===== src/rtl/alu_pkg.sv =====
// Shared types and constants for the ALU result transmitter.
// The HI-beat parity bit is only built when ALU_TX_PARITY_EN is defined.
package alu_pkg;

  localparam int RES_W = 10;

  typedef enum logic [1:0] {
    TX_IDLE,
    TX_LO,
    TX_HI
  } tx_state_t;

  // Bit positions of the fields inside the HI beat
  localparam int HI_PAR     = 7;
  localparam int HI_SEQ_LSB = 4;
  localparam int HI_ZERO    = 3;
  localparam int HI_CARRY   = 2;
  localparam int HI_RES_LSB = 0;

  typedef struct packed {
    logic             carry;
    logic [RES_W-1:0] res;
  } res_entry_t;

endpackage


===== src/rtl/alu_res_tx_if.sv =====
// Handshake bundle between the ALU stage, this transmitter and the byte sink.
interface alu_res_tx_if;
  logic [9:0] res_i;
  logic       carry_i;
  logic       res_valid;
  logic       res_ready;
  logic [7:0] out_data;
  logic       out_valid;
  logic       out_ready;
  logic       busy;

  // Environment side: produces results, consumes beats
  modport master (
    output res_i, carry_i, res_valid, out_ready,
    input  res_ready, out_data, out_valid, busy
  );

  // Transmitter side
  modport slave (
    input  res_i, carry_i, res_valid, out_ready,
    output res_ready, out_data, out_valid, busy
  );
endinterface


===== src/rtl/alu_res_tx_fifo.sv =====
// Small result FIFO: registered storage, pointers one bit wider than the
// address so full and empty are told apart by the top pointer bit.
module res_fifo #(
  parameter int DEPTH = 2,
  parameter int W     = 11
) (
  input  logic         clk,
  input  logic         rst_n,
  input  logic         push,
  input  logic         pop,
  input  logic [W-1:0] din,
  output logic [W-1:0] head,
  output logic         full,
  output logic         empty,
  output logic         last
);

  localparam int AW = $clog2(DEPTH);

  logic [W-1:0] mem [DEPTH];
  logic [AW:0]  wr_ptr;
  logic [AW:0]  rd_ptr;
  logic [AW:0]  count;

  // Pointer update; caller never pushes when full nor pops when empty
  always_ff @(posedge clk or negedge rst_n) begin
    if (!rst_n) begin
      wr_ptr <= '0;
      rd_ptr <= '0;
    end else begin
      if (push) wr_ptr <= wr_ptr + 1'b1;
      if (pop)  rd_ptr <= rd_ptr + 1'b1;
    end
  end

  // Entry storage, no reset needed since empty gates every read
  always_ff @(posedge clk) begin
    if (push) mem[wr_ptr[AW-1:0]] <= din;
  end

  assign count = wr_ptr - rd_ptr;
  assign head  = mem[rd_ptr[AW-1:0]];
  assign empty = (wr_ptr == rd_ptr);
  assign full  = (wr_ptr[AW] != rd_ptr[AW]) && (wr_ptr[AW-1:0] == rd_ptr[AW-1:0]);
  assign last  = (count == (AW+1)'(1));

endmodule


===== src/rtl/alu_res_tx.sv =====
// ALU result transmitter: buffers {carry, res} entries and sends each as a
// LO byte (res[7:0]) then a HI byte {P, seq, zero, carry, res[9:8]}.
// Define ALU_TX_PARITY_EN to fill P with even parity over the frame.
module alu_res_tx
  import alu_pkg::*;
#(
  parameter int DEPTH = 2,
  parameter int SEQ_W = 3
) (
  input  logic         clk,
  input  logic         rst_n,
  alu_res_tx_if.slave  bus
);

  tx_state_t        state_q, state_d;
  res_entry_t       in_e, head;
  logic             full, empty, last;
  logic             push, pop;
  logic [SEQ_W-1:0] seq;
  logic             zero;
  logic [7:0]       hi_beat;

  assign in_e = {bus.carry_i, bus.res_i};
  assign push = bus.res_valid & ~full;
  assign pop  = (state_q == TX_HI) & bus.out_ready;

  res_fifo #(.DEPTH(DEPTH), .W($bits(res_entry_t))) u_fifo (
    .clk   (clk),
    .rst_n (rst_n),
    .push  (push),
    .pop   (pop),
    .din   (in_e),
    .head  (head),
    .full  (full),
    .empty (empty),
    .last  (last)
  );

  // State and sequence counter registers
  always_ff @(posedge clk or negedge rst_n) begin
    if (!rst_n) begin
      state_q <= TX_IDLE;
      seq     <= '0;
    end else begin
      state_q <= state_d;
      if (pop) seq <= seq + 1'b1;
    end
  end

  // Next state; a same-cycle push keeps HI flowing straight into LO
  always_comb begin
    state_d = state_q;
    case (state_q)
      TX_IDLE: if (!empty)        state_d = TX_LO;
      TX_LO:   if (bus.out_ready) state_d = TX_HI;
      TX_HI:   if (bus.out_ready) state_d = (last && !push) ? TX_IDLE : TX_LO;
      default:                    state_d = TX_IDLE;
    endcase
  end

  assign zero = (head.res == '0);

  // HI beat field packing
  always_comb begin
    hi_beat = '0;
    hi_beat[HI_RES_LSB +: 2]     = head.res[9:8];
    hi_beat[HI_CARRY]            = head.carry;
    hi_beat[HI_ZERO]             = zero;
    hi_beat[HI_SEQ_LSB +: SEQ_W] = seq;
`ifdef ALU_TX_PARITY_EN
    hi_beat[HI_PAR]              = ^{head, seq, zero};
`else
    hi_beat[HI_PAR]              = 1'b0;
`endif
  end

  // Beat mux; data is forced to zero whenever no beat is offered
  always_comb begin
    bus.out_data = 8'h00;
    case (state_q)
      TX_LO:   bus.out_data = head.res[7:0];
      TX_HI:   bus.out_data = hi_beat;
      default: bus.out_data = 8'h00;
    endcase
  end

  assign bus.out_valid = (state_q != TX_IDLE);
  assign bus.res_ready = ~full;
  assign bus.busy      = ~empty | (state_q != TX_IDLE);

endmodule


===== src/flat_wrapper.sv =====
// flat-port wrapper written by rule: the top's interface ports become plain ports
module alu_res_tx_flat import alu_pkg::*;
#(
  parameter int DEPTH = 2,
  parameter int SEQ_W = 3
)
  (clk, rst_n, bus_res_i, bus_carry_i, bus_res_valid, bus_out_ready, bus_res_ready, bus_out_data, bus_out_valid, bus_busy);
  alu_res_tx_if bus_i ();
  input  logic clk;
  input  logic rst_n;
  input wire logic [$bits(bus_i.res_i)-1:0] bus_res_i;
  input wire logic [$bits(bus_i.carry_i)-1:0] bus_carry_i;
  input wire logic [$bits(bus_i.res_valid)-1:0] bus_res_valid;
  input wire logic [$bits(bus_i.out_ready)-1:0] bus_out_ready;
  output wire logic [$bits(bus_i.res_ready)-1:0] bus_res_ready;
  output wire logic [$bits(bus_i.out_data)-1:0] bus_out_data;
  output wire logic [$bits(bus_i.out_valid)-1:0] bus_out_valid;
  output wire logic [$bits(bus_i.busy)-1:0] bus_busy;
  assign bus_i.res_i = bus_res_i;
  assign bus_i.carry_i = bus_carry_i;
  assign bus_i.res_valid = bus_res_valid;
  assign bus_i.out_ready = bus_out_ready;
  assign bus_res_ready = bus_i.res_ready;
  assign bus_out_data = bus_i.out_data;
  assign bus_out_valid = bus_i.out_valid;
  assign bus_busy = bus_i.busy;
  alu_res_tx #(.DEPTH(DEPTH), .SEQ_W(SEQ_W)) u_core (.clk(clk), .rst_n(rst_n), .bus(bus_i));
endmodule

===== config.mk =====
export PLATFORM = sky130hd
export DESIGN_NAME = alu_res_tx_flat
export DESIGN_NICKNAME = d
export VERILOG_FILES = /design/src/rtl/alu_pkg.sv /design/src/rtl/alu_res_tx_if.sv /design/src/rtl/alu_res_tx_fifo.sv /design/src/rtl/alu_res_tx.sv /design/src/flat_wrapper.sv
export SDC_FILE = /design/constraint.sdc
export NUM_CORES = 1
export LEC_CHECK = 0
export CAP_MARGIN = 5
export CORE_ASPECT_RATIO = 1.25
export CORE_MARGIN = 10
export CORE_UTILIZATION = 51
export CTS_BUF_LIST = sky130_fd_sc_hd__clkbuf_8 sky130_fd_sc_hd__clkbuf_16
export CTS_CLUSTER_DIAMETER = 40
export DETAILED_ROUTE_END_ITERATION = 10
export PLACE_DENSITY = 0.83
export SLEW_MARGIN = 20
export SYNTH_ARGS = -nofsm -noshare
export SYNTH_HDL_FRONTEND = slang
export SYNTH_SLANG_ARGS = --single-unit

===== constraint.sdc =====
create_clock -name clk -period 2.1 [get_ports clk]
set_input_delay 0.63 -clock clk [delete_from_list [all_inputs] [get_ports clk]]
set_output_delay 0.63 -clock clk [all_outputs]
set_load 0.01 [all_outputs]

# After elaboration in Yosys (flattened, before gate mapping)
# Memories as Yosys holds them, arrays and structs flattened.
# Index checks and enable logic that the tools add are counted.
# word_totals
out_inout_bits	11
register_bits	9
mem_bits_rw	22
mem_count	1
# op_classes
bitwise	5
addsub	4
muxes	8
reduce_logical	7
n_eq_ne	9
# mem_list
name	depth	width	read_ports	rd_clocked_by_memory_dff	write_ports	line_no	rtl
u_core.u_fifo.mem	2	11	1	0	1	alu_res_tx_fifo.sv:20	logic [W-1:0] mem [DEPTH];
# ops
operator	count
$pmux 8 s2	1
$logic_not 10->1	1
$mux 2	3
$ne 2x2->1 const B	3
$pmux 2 s3	1
$add 2x1->2 const B	2
$eq 2x1->1 const B	2
$add 3x1->3 const B	1
$mux 1	3
$reduce_and 3->1	1
$and 1x1->1	2
$eq 2x2->1	1
$eq 2x2->1 const B	1
$logic_and 1x1->1	2
$logic_not 2->1	1
$not 1->1	2
$reduce_bool 2->1	1
$sub 2x2->2	1
$eq 1x1->1	1
$logic_not 1->1	1
$ne 1x1->1	1
$or 1x1->1	1

# Longest topological paths before layout
# depth
ltp_word	9
ltp_mapped	6
ltp_nobuf	5

# By module
# A second synthesis with hierarchy kept.
# unflattened
cells_unflattened	104
area_unflattened_um2	1503.9
# modules_own_cells
mod	instances	seq_area_each_um2	cells_each	area_per_inst_um2
res_fifo	1	760.7	53	1039.7
alu_res_tx	1	125.1	51	464.2

# Worst setup path after synthesis
# Ideal clock, no wire load.
# synth_timing
path_type	reg-to-output
startpoint	register u_core.u_fifo.rd_ptr[0]
endpoint	output port bus_out_data[3]
n_path_buf	1
t_required_ns	1.470
t_arrival_ns	1.489
stages_incl_launch_ff	5
setup_slack_ns	-0.019
cell_sequence	dfrtp_1 > buf_6 > or4_1 > o22a_1 > o31ai_2
# synth_between
elab_chain_cells	3
# synth_lines
item	line_no	rtl
start: declaration	alu_res_tx_fifo.sv:22	logic [AW:0] rd_ptr;
start signal: assignment	alu_res_tx_fifo.sv:32	if (pop) rd_ptr <= rd_ptr + 1'b1;
$mem_v2 2x11 (*)	-	
$logic_not 10->1	alu_res_tx.sv:61	assign zero = (head.res == '0);
$pmux 8 s2 (*)	alu_res_tx.sv:80	case (state_q)
end: declaration	flat_wrapper.sv:16	output wire logic [$bits(bus_i.out_data)-1:0] bus_out_data;
# Every way passes the cells marked *; elsewhere a longest branch is shown, timed or not.

# Final worst setup path
# Ends and elaborated chain as after synthesis.

==> results_dict.tcl <==
set metrics [dict create \
    grt_max_degree 17 \
    timing.rr.end "u_core.state_q[1]" \
    cts_root_buffer "clkbuf_8" \
    routed_wl_mm 3.55 \
    avgViaCountPerCell 5.49 \
    critPathSlowestCell "dfrtp_1" \
    clkLatencyLatePin_ns 0.28 \
    synthFlopType "edfxtp_1" \
    drt-initial-drc-count 55 \
    yosysWarningCount 0 \
    finalSetupTns_ns -1.02 \
    cp-start-kind "flop" \
    syn-num-nets 132 \
    p_sw_mw 1.19 \
    clkTransAtPathRegs_ns 0.07 \
    ir_drop_v 0.00111 \
    path_class "flop to output pin" \
    cp_max_fo 13 \
    first_pass_iters 4 \
    die-width_um 68.4 \
    min_path_type "flop to flop" \
    whs_ns 0.509 \
    slowest_delay_ns 0.41 \
    r2r_slack_ns 0.11 \
    critPathCaptureType "output pin" \
    violations "setup timing" \
    netSwitchingFraction_pct 35.4 \
    power_frac_seq_pct 31.3 \
    grt-ovfl-total 0 \
    crit_path_cell_trace "buf_12 > mux2i_1 > nand4_1 > o31ai_4 > buf_2" \
    fillers 182 \
    maxSlewViolCount 0 \
    post-dp-hpwl_mm 2.43 \
    status "complete, but fails checks" \
    holdPathEnd "u_core.seq[2]" \
    worst_pin_slew_ns 0.472 \
    die_y_um 80.5 \
    cts_sinks 31 \
    r2r_cells 6 \
    die_area_um2 5500 \
    max_cap_viol_count 0 \
    drc 0 \
    setup_viol 9 \
    netlist_instances 110 \
    cts_tree "done" \
    ys_types 30 \
    hold_buffers 0 \
    rsz0062_at_grt "yes" \
    grt_pass1_wl_mm 5.34 \
    synth_area_um2 1490 \
    timing.rr.start "u_core.u_fifo.rd_ptr[0]" \
    slew_headroom_pct 68.4 \
    pwr-share-comb_pct 52.1 \
    num_antenna_cells 0 \
    area_growth_pct 40.4 \
    synth_seq_cells 31 \
    start_util_pct 54.6 \
    fin_nets 181 \
    required_ns 1.47 \
    holdPathStages 1 \
    max-clock-path-buffers 2 \
    path_buf_inv 2 \
    hold_start "u_core.seq[2]" \
    pwr-share-clk_pct 16.6 \
    cp.arrival_ns 1.80 \
    via_count 1065 \
    grt_usage_pct 13.1 \
    drive_gt1_share_pct 31.3 \
    async_flop_share_pct 29.0 \
    fmax_mhz 412 \
    portBuffers 25 \
    placedCellCount 179 \
    cts_htree_levels 2 \
    syn_area_per_cell_um2 13.6 \
    p_int_mw 2.18 \
    fp.coreArea_um2 2730 \
    cellPowerDensity_nw_per_um2 1610 \
    synth_edf_count 22 \
    io_pins 26 \
    wl_per_cell_um 18.3 \
    min_period_ns 2.43 \
    postRouteAntennaNets 0 \
    antenna_found_initial 0 \
    fin_cells 194 \
    leakagePower_nw 0.853 \
    gp_congestion 0.801 \
    grt_pass1_vias 1178 \
    dp_slack_ns -0.424 \
    cp_top_family "flip-flops" \
    hold_viol 0 \
    layout_worst_path_cycle_share_pct 115 \
    skew_ns 0.00889 \
    placementRows 21 \
    ys_seq_area_share_pct 59.3 \
    fin_ws_ns -0.325 \
    cts_made_buffers 5 \
]
[worst register-to-register path: cells and delay by family (launching register included)]
kind / cells / cell delay, ns
compound gates: 1 / 0.43
flops: 1 / 0.42
buf+inv: 3 / 0.38
mux: 1 / 0.36
fa+ha+maj: 1 / 0.28
[flip-flops by register name (all words and copies together) (netlist names)]
signal and cells:
u_core.seq 3, u_core.u_fifo.wr_ptr 2, u_core.u_fifo.rd_ptr 2, u_core.u_fifo.mem 22, u_core.state_q 2
[how the worst max path moves through the flow]
stage	start	endpoint	slack, ns	cells past startpoint
6_report	u_core.u_fifo.rd_ptr[0]	bus_out_data[3]	-0.33	5
5_1_grt	u_core.u_fifo.rd_ptr[0]	bus_out_data[3]	-0.41	5
4_1_cts	u_core.u_fifo.mem[1][6]	bus_out_data[3]	-0.32	4
3_5_place_dp	u_core.u_fifo.rd_ptr[0]	bus_out_data[3]	-0.42	5
3_3_place_gp	u_core.u_fifo.mem[1][6]	bus_out_data[3]	-0.40	4
2_1_floorplan	u_core.u_fifo.rd_ptr[0]	bus_out_data[3]	0.04	4
[stage by stage]
step	power, mW	area [um2]	util (%)
6_report	3.37	2100	76.7
5_1_grt	3.58	2100	76.7
4_1_cts	3.24	2050	74.9
3_5_place_dp	2.58	1890	69.0
3_3_place_gp	2.51	1890	69.0
2_1_floorplan	1.90	1500	-
[power by group through the flow]
stage               clock network, mW  logic (mW)  registers [mW]
global placement                    0        1.48            1.03
detailed placement                  0        1.53            1.04
global route                    0.602        1.91            1.07
CTS                             0.574        1.62            1.04
finish                          0.558        1.76            1.05
floorplan                           0       0.895            1.01
[routing by layer]
layer | GRT usage (%) | vias to the layer above | wire length [um] | part of all wire (%)
met5 | 0 | - | 0 | 0
met1 | 13.6 | 518 | 1430 | 40
met3 | 6.25 | 8 | 232 | 6.5
met4 | 6.25 | 0 | 72 | 2.0
li1 | - | 502 | - | -
met2 | 21.4 | 37 | 1810 | 51
[repair_timing]
action,in CTS,in global routing
pin swaps,1,2
setup endpoints to repair,11,9
gates resized for setup,37,18
buffers inserted,1,6
[logic make-up after synthesis]
| group | after synthesis | synth area share [%] |
|---|---|---|
| and+or+nand+nor | 24 | 8.55 |
| DFF | 31 | 59.3 |
| muxes | 14 | 9.81 |
| buffers and inverters | 12 | 3.69 |
| AOI/OAI and AO/OA | 13 | 6.54 |
| adders and majority gates | 7 | 5.87 |
| xor gates and xnor gates | 9 | 6.20 |
[cells in the final DEF, fill, tap and decap left out, drive strengths merged, types with 2 or more instances in the layout]
cell / Yosys / routed
a22oi: 2 / 2
and2: 4 / 4
buf: 3 / 26
clkbuf: 1 / 9
clkdlybuf4s50: 0 / 14
clkinv: 0 / 2
dfrtp: 9 / 9
dlygate4sd2: 0 / 2
edfxtp: 22 / 22
ha: 7 / 7
inv: 8 / 8
mux2: 5 / 5
mux2i: 9 / 9
nand2: 4 / 4
nand3: 4 / 4
nor2: 4 / 4
nor2b: 2 / 2
nor3: 2 / 2
o21ai: 3 / 3
o22a: 2 / 2
o22ai: 2 / 2
xnor2: 7 / 7
[cell type report]
type / count / area (um2) / area share (%)
sequential: 31 / 886 / 42.3
multi-input combinational: 67 / 626 / 29.9
timing repair buffer: 46 / 404 / 19.3
clock buffer: 5 / 68.8 / 3.28
tap: 34 / 42.5 / 2.03
clock inverter: 3 / 38.8 / 1.85
inverter: 8 / 30.0 / 1.43
[synthesized netlist by cell type (all sizes together), types with 2 or more instances]
master / number / area [um2]
nor3: 2 / 10.0
o21ai: 3 / 15.0
nand3: 4 / 20.0
buf: 3 / 21.3
mux2i: 9 / 90.1
and2: 4 / 25.0
dfrtp: 9 / 225
nand2: 4 / 15.0
o22a: 2 / 17.5
o22ai: 2 / 12.5
mux2: 5 / 56.3
a22oi: 2 / 15.0
nor2: 4 / 15.0
xnor2: 7 / 61.3
inv: 8 / 30.0
edfxtp: 22 / 661
nor2b: 2 / 12.5
ha: 7 / 87.6
Note: power is estimated with default switching activity, not from simulation.
